File: config.mk
export PLATFORM = sky130hd
export DESIGN_NAME = exe_div_ctrl_flat
export DESIGN_NICKNAME = d
export VERILOG_FILES = /design/src/rtl/exe_div_ctrl_pkg.sv /design/src/rtl/exe_div_ctrl_if.sv /design/src/rtl/exe_div_ctrl_iter_core.sv /design/src/rtl/exe_div_ctrl.sv /design/src/flat_wrapper.sv
export SDC_FILE = /design/constraint.sdc
export NUM_CORES = 1
export LEC_CHECK = 0
export CORE_ASPECT_RATIO = 0.9
export CORE_MARGIN = 5
export CORE_UTILIZATION = 53
export CTS_CLUSTER_SIZE = 10
export DETAILED_ROUTE_END_ITERATION = 6
export PLACE_DENSITY = 0.81
export SYNTH_ARGS = -nofsm -noshare
export SYNTH_HDL_FRONTEND = slang
export SYNTH_SLANG_ARGS = --single-unit
File: constraint.sdc
create_clock -name clock -period 5.4 [get_ports clock]
set_clock_uncertainty 0.15 [all_clocks]
set_input_delay 1.08 -clock clock [delete_from_list [all_inputs] [get_ports clock]]
set_output_delay 1.08 -clock clock [all_outputs]
set_load 0.05 [all_outputs]
File: src/rtl/exe_div_ctrl_pkg.sv
// Shared types and constants for the exe-stage RV64M divide controller.
// Op-bit layout, FSM states, iteration counts and operand-shaping helpers.
package exe_div_ctrl_pkg;

  localparam int XLEN  = 64;
  localparam int CNT_W = 7;

  // Mirrors the div_op bus: [2]=word, [1]=remainder, [0]=unsigned
  typedef struct packed {
    logic is_word;
    logic is_rem;
    logic is_unsigned;
  } div_op_t;

  typedef enum logic [1:0] {
    DIV_IDLE = 2'd0,
    DIV_CALC = 2'd1,
    DIV_DONE = 2'd2
  } div_state_e;

  localparam logic [CNT_W-1:0] DIV_ITER_64 = CNT_W'(64);
  localparam logic [CNT_W-1:0] DIV_ITER_32 = CNT_W'(32);
  localparam logic [CNT_W-1:0] CNT_ONE     = CNT_W'(1);

  localparam logic [XLEN-1:0] XLEN_MIN = {1'b1, {(XLEN-1){1'b0}}};
  localparam logic [XLEN-1:0] WORD_MIN = {{(XLEN-31){1'b1}}, 31'b0};

  function automatic logic [XLEN-1:0] ext_operand(input logic [XLEN-1:0] v,
                                                   input logic word,
                                                   input logic uns);
    logic [XLEN-1:0] r;
    if (!word)    r = v;
    else if (uns) r = {32'b0, v[31:0]};
    else          r = {{32{v[31]}}, v[31:0]};
    return r;
  endfunction

  function automatic logic [XLEN-1:0] sext_word(input logic [31:0] v);
    return {{32{v[31]}}, v};
  endfunction

endpackage

File: src/rtl/exe_div_ctrl_if.sv
// Exe-stage <-> divider handshake: op request, flush, stall and result.
// master = exe stage, slave = divide controller.
interface exe_div_ctrl_if;
  import exe_div_ctrl_pkg::*;

  logic            div_start;
  div_op_t         div_op;
  logic [XLEN-1:0] dividend;
  logic [XLEN-1:0] divisor;
  logic            flush;
  logic            busy;
  logic            stall_req;
  logic            res_valid;
  logic [XLEN-1:0] res;

  modport master (
    output div_start, div_op, dividend, divisor, flush,
    input  busy, stall_req, res_valid, res
  );

  modport slave (
    input  div_start, div_op, dividend, divisor, flush,
    output busy, stall_req, res_valid, res
  );

endinterface

File: src/rtl/exe_div_ctrl_iter_core.sv
// Restoring divider datapath: one subtract-and-shift per enable on unsigned magnitudes.
// Word loads pre-shift the dividend so 32 steps leave the quotient in the low half.
module exe_div_ctrl_iter_core
  import exe_div_ctrl_pkg::*;
(
  input  logic            clock,
  input  logic            reset,
  input  logic            load,
  input  logic            enable,
  input  logic [XLEN-1:0] a_abs,
  input  logic [XLEN-1:0] b_abs,
  input  logic            word,
  output logic [XLEN-1:0] quo_raw,
  output logic [XLEN-1:0] rem_raw
);

  logic [XLEN-1:0] rem_q, quo_q, b_q;
  logic [XLEN:0]   partial;
  logic            fits;
  logic [XLEN-1:0] rem_sub;

  // Partial remainder is 2*rem+bit < 2*b, so one extra bit suffices
  assign partial = {rem_q, quo_q[XLEN-1]};
  assign fits    = (partial >= {1'b0, b_q});
  assign rem_sub = partial[XLEN-1:0] - b_q;

  always_ff @(posedge clock) begin
    if (reset) begin
      rem_q <= '0;
      quo_q <= '0;
      b_q   <= '0;
    end else if (load) begin
      rem_q <= '0;
      quo_q <= word ? {a_abs[31:0], 32'b0} : a_abs;
      b_q   <= word ? {32'b0, b_abs[31:0]} : b_abs;
    end else if (enable) begin
      rem_q <= fits ? rem_sub : partial[XLEN-1:0];
      quo_q <= {quo_q[XLEN-2:0], fits};
    end
  end

  assign quo_raw = quo_q;
  assign rem_raw = rem_q;

endmodule

File: src/rtl/exe_div_ctrl.sv
// RV64M divide sequencer: N+1 cycles (N=64, 32 for W), 1 cycle for /0 and MIN/-1.
// Holds the pipeline via stall_req until DONE; flush aborts, divider never back-pressured.
module exe_div_ctrl
  import exe_div_ctrl_pkg::*;
(
  input  logic          clock,
  input  logic          reset,
  exe_div_ctrl_if.slave div_if
);

  div_state_e       state_q, state_d;
  logic [CNT_W-1:0] cnt_q, cnt_d;
  div_op_t          op_q;
  logic [XLEN-1:0]  a_q, res_q, res_calc;
  logic             a_neg_q, b_neg_q, zero_q, ovf_q;

  logic             start, core_load, core_en;
  logic [XLEN-1:0]  a_ext, b_ext, a_abs, b_abs, quo_raw, rem_raw;
  logic             a_neg, b_neg, div_zero, ovf;
  logic [XLEN-1:0]  quo_fix, rem_fix, res_sel;

  assign start = (state_q == DIV_IDLE) && div_if.div_start && !div_if.flush;

  assign a_ext = ext_operand(div_if.dividend, div_if.div_op.is_word, div_if.div_op.is_unsigned);
  assign b_ext = ext_operand(div_if.divisor,  div_if.div_op.is_word, div_if.div_op.is_unsigned);
  assign a_neg = !div_if.div_op.is_unsigned && a_ext[XLEN-1];
  assign b_neg = !div_if.div_op.is_unsigned && b_ext[XLEN-1];
  assign a_abs = a_neg ? -a_ext : a_ext;
  assign b_abs = b_neg ? -b_ext : b_ext;

  // W operands are already sign-extended, so both widths compare against a 64-bit MIN
  assign div_zero = (b_ext == '0);
  assign ovf      = !div_if.div_op.is_unsigned && (b_ext == '1) &&
                    (a_ext == (div_if.div_op.is_word ? WORD_MIN : XLEN_MIN));

  always_comb begin
    state_d   = state_q;
    cnt_d     = cnt_q;
    core_load = 1'b0;
    core_en   = 1'b0;
    case (state_q)
      DIV_IDLE: begin
        if (start) begin
          core_load = 1'b1;
          if (div_zero || ovf) begin
            state_d = DIV_DONE;
          end else begin
            state_d = DIV_CALC;
            cnt_d   = div_if.div_op.is_word ? DIV_ITER_32 : DIV_ITER_64;
          end
        end
      end
      DIV_CALC: begin
        core_en = 1'b1;
        cnt_d   = cnt_q - CNT_ONE;
        if (cnt_q == CNT_ONE) state_d = DIV_DONE;
      end
      DIV_DONE: state_d = DIV_IDLE;
      default:  state_d = DIV_IDLE;
    endcase
    if (div_if.flush) begin
      state_d = DIV_IDLE;
      cnt_d   = '0;
    end
  end

  always_ff @(posedge clock) begin
    if (reset) begin
      state_q <= DIV_IDLE;
      cnt_q   <= '0;
      op_q    <= '0;
      a_q     <= '0;
      a_neg_q <= 1'b0;
      b_neg_q <= 1'b0;
      zero_q  <= 1'b0;
      ovf_q   <= 1'b0;
      res_q   <= '0;
    end else begin
      state_q <= state_d;
      cnt_q   <= cnt_d;
      if (start) begin
        op_q    <= div_if.div_op;
        a_q     <= a_ext;
        a_neg_q <= a_neg;
        b_neg_q <= b_neg;
        zero_q  <= div_zero;
        ovf_q   <= ovf;
      end
      if (state_q == DIV_DONE) res_q <= res_calc;
    end
  end

  exe_div_ctrl_iter_core u_core (
    .clock   (clock),
    .reset   (reset),
    .load    (core_load),
    .enable  (core_en),
    .a_abs   (a_abs),
    .b_abs   (b_abs),
    .word    (div_if.div_op.is_word),
    .quo_raw (quo_raw),
    .rem_raw (rem_raw)
  );

  // Quotient sign follows sign(a)^sign(b); remainder follows sign(a)
  always_comb begin
    if (zero_q)                quo_fix = '1;
    else if (ovf_q)            quo_fix = a_q;
    else if (a_neg_q ^ b_neg_q) quo_fix = -quo_raw;
    else                       quo_fix = quo_raw;

    if (zero_q)       rem_fix = a_q;
    else if (ovf_q)   rem_fix = '0;
    else if (a_neg_q) rem_fix = -rem_raw;
    else              rem_fix = rem_raw;

    res_sel  = op_q.is_rem ? rem_fix : quo_fix;
    res_calc = op_q.is_word ? sext_word(res_sel[31:0]) : res_sel;
  end

  assign div_if.busy      = (state_q != DIV_IDLE);
  assign div_if.stall_req = start || (state_q == DIV_CALC);
  assign div_if.res_valid = (state_q == DIV_DONE);
  assign div_if.res       = (state_q == DIV_DONE) ? res_calc : res_q;

  a_no_start_while_busy: assert property (@(posedge clock) disable iff (reset)
    !(div_if.busy && div_if.div_start));

endmodule

File: src/flat_wrapper.sv
// flat-port wrapper written by rule: the top's interface ports become plain ports
module exe_div_ctrl_flat import exe_div_ctrl_pkg::*;
  (clock, reset, div_if_div_start, div_if_div_op, div_if_dividend, div_if_divisor, div_if_flush, div_if_busy, div_if_stall_req, div_if_res_valid, div_if_res);
  exe_div_ctrl_if div_if_i ();
  input  logic clock;
  input  logic reset;
  input wire logic [$bits(div_if_i.div_start)-1:0] div_if_div_start;
  input wire logic [$bits(div_if_i.div_op)-1:0] div_if_div_op;
  input wire logic [$bits(div_if_i.dividend)-1:0] div_if_dividend;
  input wire logic [$bits(div_if_i.divisor)-1:0] div_if_divisor;
  input wire logic [$bits(div_if_i.flush)-1:0] div_if_flush;
  output wire logic [$bits(div_if_i.busy)-1:0] div_if_busy;
  output wire logic [$bits(div_if_i.stall_req)-1:0] div_if_stall_req;
  output wire logic [$bits(div_if_i.res_valid)-1:0] div_if_res_valid;
  output wire logic [$bits(div_if_i.res)-1:0] div_if_res;
  assign div_if_i.div_start = div_if_div_start;
  assign div_if_i.div_op = div_if_div_op;
  assign div_if_i.dividend = div_if_dividend;
  assign div_if_i.divisor = div_if_divisor;
  assign div_if_i.flush = div_if_flush;
  assign div_if_busy = div_if_i.busy;
  assign div_if_stall_req = div_if_i.stall_req;
  assign div_if_res_valid = div_if_i.res_valid;
  assign div_if_res = div_if_i.res;
  exe_div_ctrl u_core (.clock(clock), .reset(reset), .div_if(div_if_i));
endmodule
# After elaboration in Yosys (flattened, before gate mapping)
# Index checks and enable logic that the tools add are counted.
[word_totals]
wordCells = 80
regBits = 335
inputBits = 135
output_inout_bits = 67
[classes]
add_sub_neg = 6
muxes = 32
order_cmp = 1
n_reduce_logical = 19
bitwise_logic = 1
eq_ne = 8
[ops]
columns = ["op", "count"]
rows = [
  ["64-bit 2-to-1 mux", 20],
  ["64-bit negator", 4],
  ["65-bit by 64-bit >= comparator with 1-bit output", 1],
  ["64-bit equality test", 1],
  ["64-bit equality test (second input constant)", 1],
  ["64-bit logical NOT", 1],
  ["64-bit subtractor", 1],
  ["63-bit 2-to-1 mux", 1],
  ["7-bit 2-to-1 mux", 3],
  ["7-bit one-hot mux with 2 select lines", 1],
  ["7-bit by 1-bit equality test with 1-bit output (second input constant)", 1],
  ["7-bit by 1-bit subtractor with 7-bit output (second input constant)", 1],
  ["1-bit logical AND", 6],
  ["2-bit 2-to-1 mux", 3],
  ["2-bit nonzero test", 3],
  ["2-bit by 1-bit != test with 1-bit output (second input constant)", 2],
  ["2-bit one-hot mux with 2 select lines", 1],
  ["2-bit OR reduction", 2],
  ["1-bit 2-to-1 mux", 3],
  ["3-bit AND reduction", 1],
  ["2-bit by 1-bit equality test with 1-bit output (second input constant)", 1],
  ["2-bit equality test (second input constant)", 1],
  ["1-bit logical NOT", 2],
  ["2-bit logical NOT", 1],
  ["4 further kinds", 5],
]

# Depth between registers and ports, before layout
[logic_depth]
depth_word = 9
ltp_mapped = 15
mapped_depth_nobuf = 13

# Hierarchy
# A second synthesis with hierarchy kept.
[unflattened]
hier_cells = 3778
hier_area_um2 = 27029.7
[modules_own_cells]
columns = ["mod", "area_each_um2", "cells_per_inst", "seq_area_each_um2", "n_inst"]
rows = [
  ["exe_div_ctrl", 14844.2, 2213, 2862.7, 1],
  ["exe_div_ctrl_iter_core", 12185.4, 1565, 3843.7, 1],
]

# Worst setup path after synthesis
# Ideal clock, no wire load.
[synth_timing]
kind = "reg2out"
startpoint = "register u_core.u_core.quo_q[6] (netlist: u_core.u_core.quo_raw[6])"
endpoint = "output port div_if_res[49]"
t_required_ps = 4170
t_arrival_ps = 3801
path_stages_with_launch = 11
setup_slack_ps = 369
path_buffers = 1
path_cell_list = "dfxtp_1 or4_4 or4b_4 or4_4 buf_6 o21ai_4 nand2_1 xnor2_1 o21ai_0 nand2_1 o21ai_0"
[synth_via]
elab_chain_cells = 7
[synth_rtl]
columns = ["item", "line", "source"]
rows = [
  ["start: declaration", "exe_div_ctrl_iter_core.sv:17", "logic [XLEN-1:0] rem_q, quo_q, b_q;"],
  ["start signal: assignment", "exe_div_ctrl_iter_core.sv:34", "quo_q <= word ? {a_abs[31:0], 32'b0} : a_abs;"],
  ["start signal: assignment", "exe_div_ctrl_iter_core.sv:38", "quo_q <= {quo_q[XLEN-2:0], fits};"],
  ["64-bit negator", "exe_div_ctrl.sv:109", "else if (a_neg_q ^ b_neg_q) quo_fix = -quo_raw;"],
  ["64-bit 2-to-1 mux", "exe_div_ctrl.sv:109", ""],
  ["64-bit 2-to-1 mux", "exe_div_ctrl.sv:108", "else if (ovf_q) quo_fix = a_q;"],
  ["64-bit 2-to-1 mux", "exe_div_ctrl.sv:107", "if (zero_q) quo_fix = '1;"],
  ["64-bit 2-to-1 mux", "exe_div_ctrl.sv:117", "res_sel = op_q.is_rem ? rem_fix : quo_fix;"],
  ["64-bit 2-to-1 mux", "exe_div_ctrl.sv:118", "res_calc = op_q.is_word ? sext_word(res_sel[31:0]) : res_sel;"],
  ["64-bit 2-to-1 mux", "exe_div_ctrl.sv:124", "assign div_if.res = (state_q == DIV_DONE) ? res_calc : res_q;"],
  ["end: declaration", "flat_wrapper.sv:15", "output wire logic [$bits(div_if_i.res)-1:0] div_if_res;"],
]
# Every way passes these cells.

# Worst setup path in the final report
[layout_timing]
startpoint = "register u_core.u_core.quo_q[6] (netlist: u_core.u_core.quo_raw[6])"
endpoint = "output port div_if_res[51]"
# The elaborated chain is that of the path after synthesis.

==> key figures <==
STA
  • Final Hold Fails: 0
  • Worst Tran Pin Value: 1.17 ns
  • Fin Hold WS: 0.318 ns
  • Fin worst setup slack: -0.0518 ns
  • Slew margin rel.: 22.1%
  • Min Clock Period, post-route: 5.45 ns
  • Total Neg Setup Slack: -0.0518 ns
  • Highest clock rate: approximately 180 MHz
  • RSZ-0062 raised after global routing: yes
  • Pins Over Slew Limit: 0
  • Setup violations, final: 1
  • Tcrit/Tclk final: 101%

Synthesis
  • Yosys reg bits: 335
  • Commonest cells post-synth: 436 x nand2_1, 423 x nor2_1, 356 x a21oi_1
  • Share of the synthesized area in the top cell type: 26.0%
  • Cell with the most instances after synthesis: nand2_1
  • Asr flop ratio synth: 0%
  • Number of flops mapped to enable cells by yosys: 0
  • Warnings, synthesis: 0
  • Syn_nets: approximately 3900
  • Largest cells by area after synthesis: dfxtp_1 26%, a21oi_1 6.9%, nand2_1 6.4%
  • Syn Inst Count: 3646
  • Register area share after synthesis: 26.0%
  • Post-synth top area cell: dfxtp_1
  • Distinct cells, synth: 89
  • Avg Cell Area, Syn: 7.06 µm²
  • Post-Syn Area: about 26000 µm²
  • Ys flop type: dfxtp_1

Layout
  • Fraction of layout cells with a size suffix above 1: between 7 and 8%
  • Area grow syn2layout: 16.0%
  • Fillers: 4444
  • Multi-input gate area: 17700 µm²
  • Fin cells: roughly 4400
  • Final core occ: ~62%
  • FF+latch area: 6710 µm²
  • # nets final: 3925

Floorplanning
  • Initial Util: 53.7%
  • Area of the core: 47900 µm²
  • Cell row count: 76
  • Die area: 53100 µm²
  • Die W: between 200 and 250 µm
  • Die Ht: 219 µm
  • Top Ports: 202

Place
  • DP HPWL: 82300 µm
  • Port Buffer Count: between 200 and 250
  • Placed Cells: 4296
  • GPL Wtd Cong: 1.07

Drt
  • Drt pass-1 iters: 7
  • DRC viols: 0
  • Vias per inst: ~6.7
  • Final antenna-violating net count: 0
  • Routed vias: 29400
  • Drt initial violations: 4834
  • Routed len/inst: 25.0 µm
  • DRT Wirelength: 109000 µm

Critical path
  • CP Data Required Time: about 4.2 ns
  • Slowest library cell on the worst path: a2111oi_1
  • CP startpoint kind: flip-flop
  • Worst EP arrival: 4.22 ns
  • Kind of critical path: flip-flop to output pin
  • Capturing element type of the critical path: output pin
  • Crit-path max FO: 8
  • Critical-path cell list: or4_4 > or4b_4 > nor4_4 > buf_4 > a41oi_1 > xnor2_1 > a2111oi_1 > nor2_1 > a21oi_2 > buf_12
  • Crit path largest cell delay: 0.69 ns

Clocking
  • Num CTS Buffers: 42
  • # H-tree levels: 2
  • Sink Count: 335
  • Clock Tree Root: clkbuf_16
  • Max clock buf depth: 3
  • CTS tree: yes
  • Worst-path clk slew: 0.06 ns
  • Clock Latency Late Sink: 0.61 ns

Min path
  • Hold/Removal Path Class: flip-flop to flip-flop

Power and ir drop
  • Worst vdd ir: 0.217 mV
  • Pwr dens: 267 nW/µm²
  • P_leak: 11.8 nW

Global routing
  • Total track usage: 38.6%
  • Vias in the first global route: ~26000
  • Grt ovf: 0
  • Global-route wire length before repair: 160000 µm
  • Initial antenna violation count: 0
  • Largest net degree at the start of global routing: 176

Run
  • Number of max-cap violations: 0

Outcome
  • Status: finished with violations
  • Failing checks: negative setup slack
==> critical path, delay by kind of cell, from the launching register on <==
kind | cells | cell delay, ns
flops | 1 | 0.38
buf+inv | 2 | 0.36
compound gates | 3 | 1.08
xor+xnor | 1 | 0.20
simple gates | 4 | 1.60
==> routing by layer <==
metal  track usage, %  routed length [µm]
met3             15.9               18400
met2             52.4               41900
met5            0.276                   0
met1             54.4               43900
met4             14.4                4770
==> metrics by stage <==
| step | total power [mW] | setup WS [ns] | instance area [µm²] |
|---|---|---|---|
| floorplan | 4.39 | 0.369 | 25700 |
| global placement | 5.18 | 0.403 | 28500 |
| detailed placement | 5.20 | 0.243 | 28500 |
| CTS | 7.80 | 0.0104 | 29700 |
| global route | 8.21 | -0.0120 | 29900 |
| finish | 7.96 | -0.0518 | 29900 |
==> placed cells by master, fill, tap and decap left out, types with 26 or more instances in the layout <==
cell type        instances
nand2_1                436
buf_12                  27
nor2_1                 417
nor3_1                 135
nor2b_1                 56
or4_1                   29
a21oi_1                353
a31oi_1                 48
nor4_1                  57
o31ai_1                 39
or3_1                   37
clkbuf_16               42
a211oi_1                77
ha_1                    71
buf_4                  126
nand4_1                 55
dfxtp_1                332
a221o_1                 26
nand3_1                 58
o21ai_0                256
xnor2_1                161
xor2_1                 123
mux2i_1                 39
clkdlybuf4s50_1        144
a21o_1                  46
inv_1                  108
==> kinds of logic after synthesis <==
family          Yosys count  synth area share (%)
flops                   335                  26.0
xor+xnor                287                  9.76
fa+ha+maj                72                  3.53
mux                      42                  1.65
simple gates           1413                  25.7
buf+inv                 387                  5.95
compound gates         1110                  27.4
==> final timing paths <==
| path | to | start | depth (start not counted) | slack (ns) |
|---|---|---|---|---|
| setup / recovery | div_if_res[51] | u_core.u_core.quo_raw[6]$_SDFFE_PP0P_ | 10 | -0.05 |
| setup reg to reg | u_core.u_core.rem_raw[4]$_SDFFE_PP0P_ | u_core.u_core.b_q[20]$_SDFFE_PP0P_ | 13 | 0.74 |
| hold / removal | u_core.res_q[17]$_SDFF_PP0_ | u_core.res_q[17]$_SDFF_PP0_ | 2 | 0.32 |
| hold reg to reg | u_core.res_q[17]$_SDFF_PP0_ | u_core.res_q[17]$_SDFF_PP0_ | 2 | 0.32 |
==> where the power goes <==
| part | switching, mW | internal (mW) | leakage, nW |
|---|---|---|---|
| logic | 1.64 | 0.925 | 8.43 |
| clock network | 1.19 | 1.46 | 0.596 |
| registers | 0.163 | 2.58 | 2.73 |
| total | 2.99 | 4.96 | 11.8 |
==> repair_timing <==
action                                  in CTS  in global routing
hold buffers                                 0                  0
endpoints found under the setup margin      28                 21
pin swaps                                    2                  4
resized for setup                           10                 24
setup buffers                                1                  1
hold endpoints to repair                     0                  0
==> state kept, by name, indices dropped and copies added, names as in the netlist, 2 cells and up <==
register               count
u_core.u_core.quo_raw     64
u_core.u_core.b_q         64
u_core.state_q             2
u_core.u_core.rem_raw     64
u_core.op_q                2
u_core.a_q                64
u_core.cnt_q               7
u_core.res_q              64
==> final cells by class <==
class / count / share of cell area, %
diodes: 2 / 0.0168
clock buffers: 55 / 3.75
clock inverters: 9 / 0.344
inverters: 109 / 1.37
multi-input cells: 2924 / 59.3
flip-flops and latches: 335 / 22.5
well taps: 624 / 2.61
repair buffers: 306 / 10.1
Note: power is estimated with default switching activity, not from simulation.
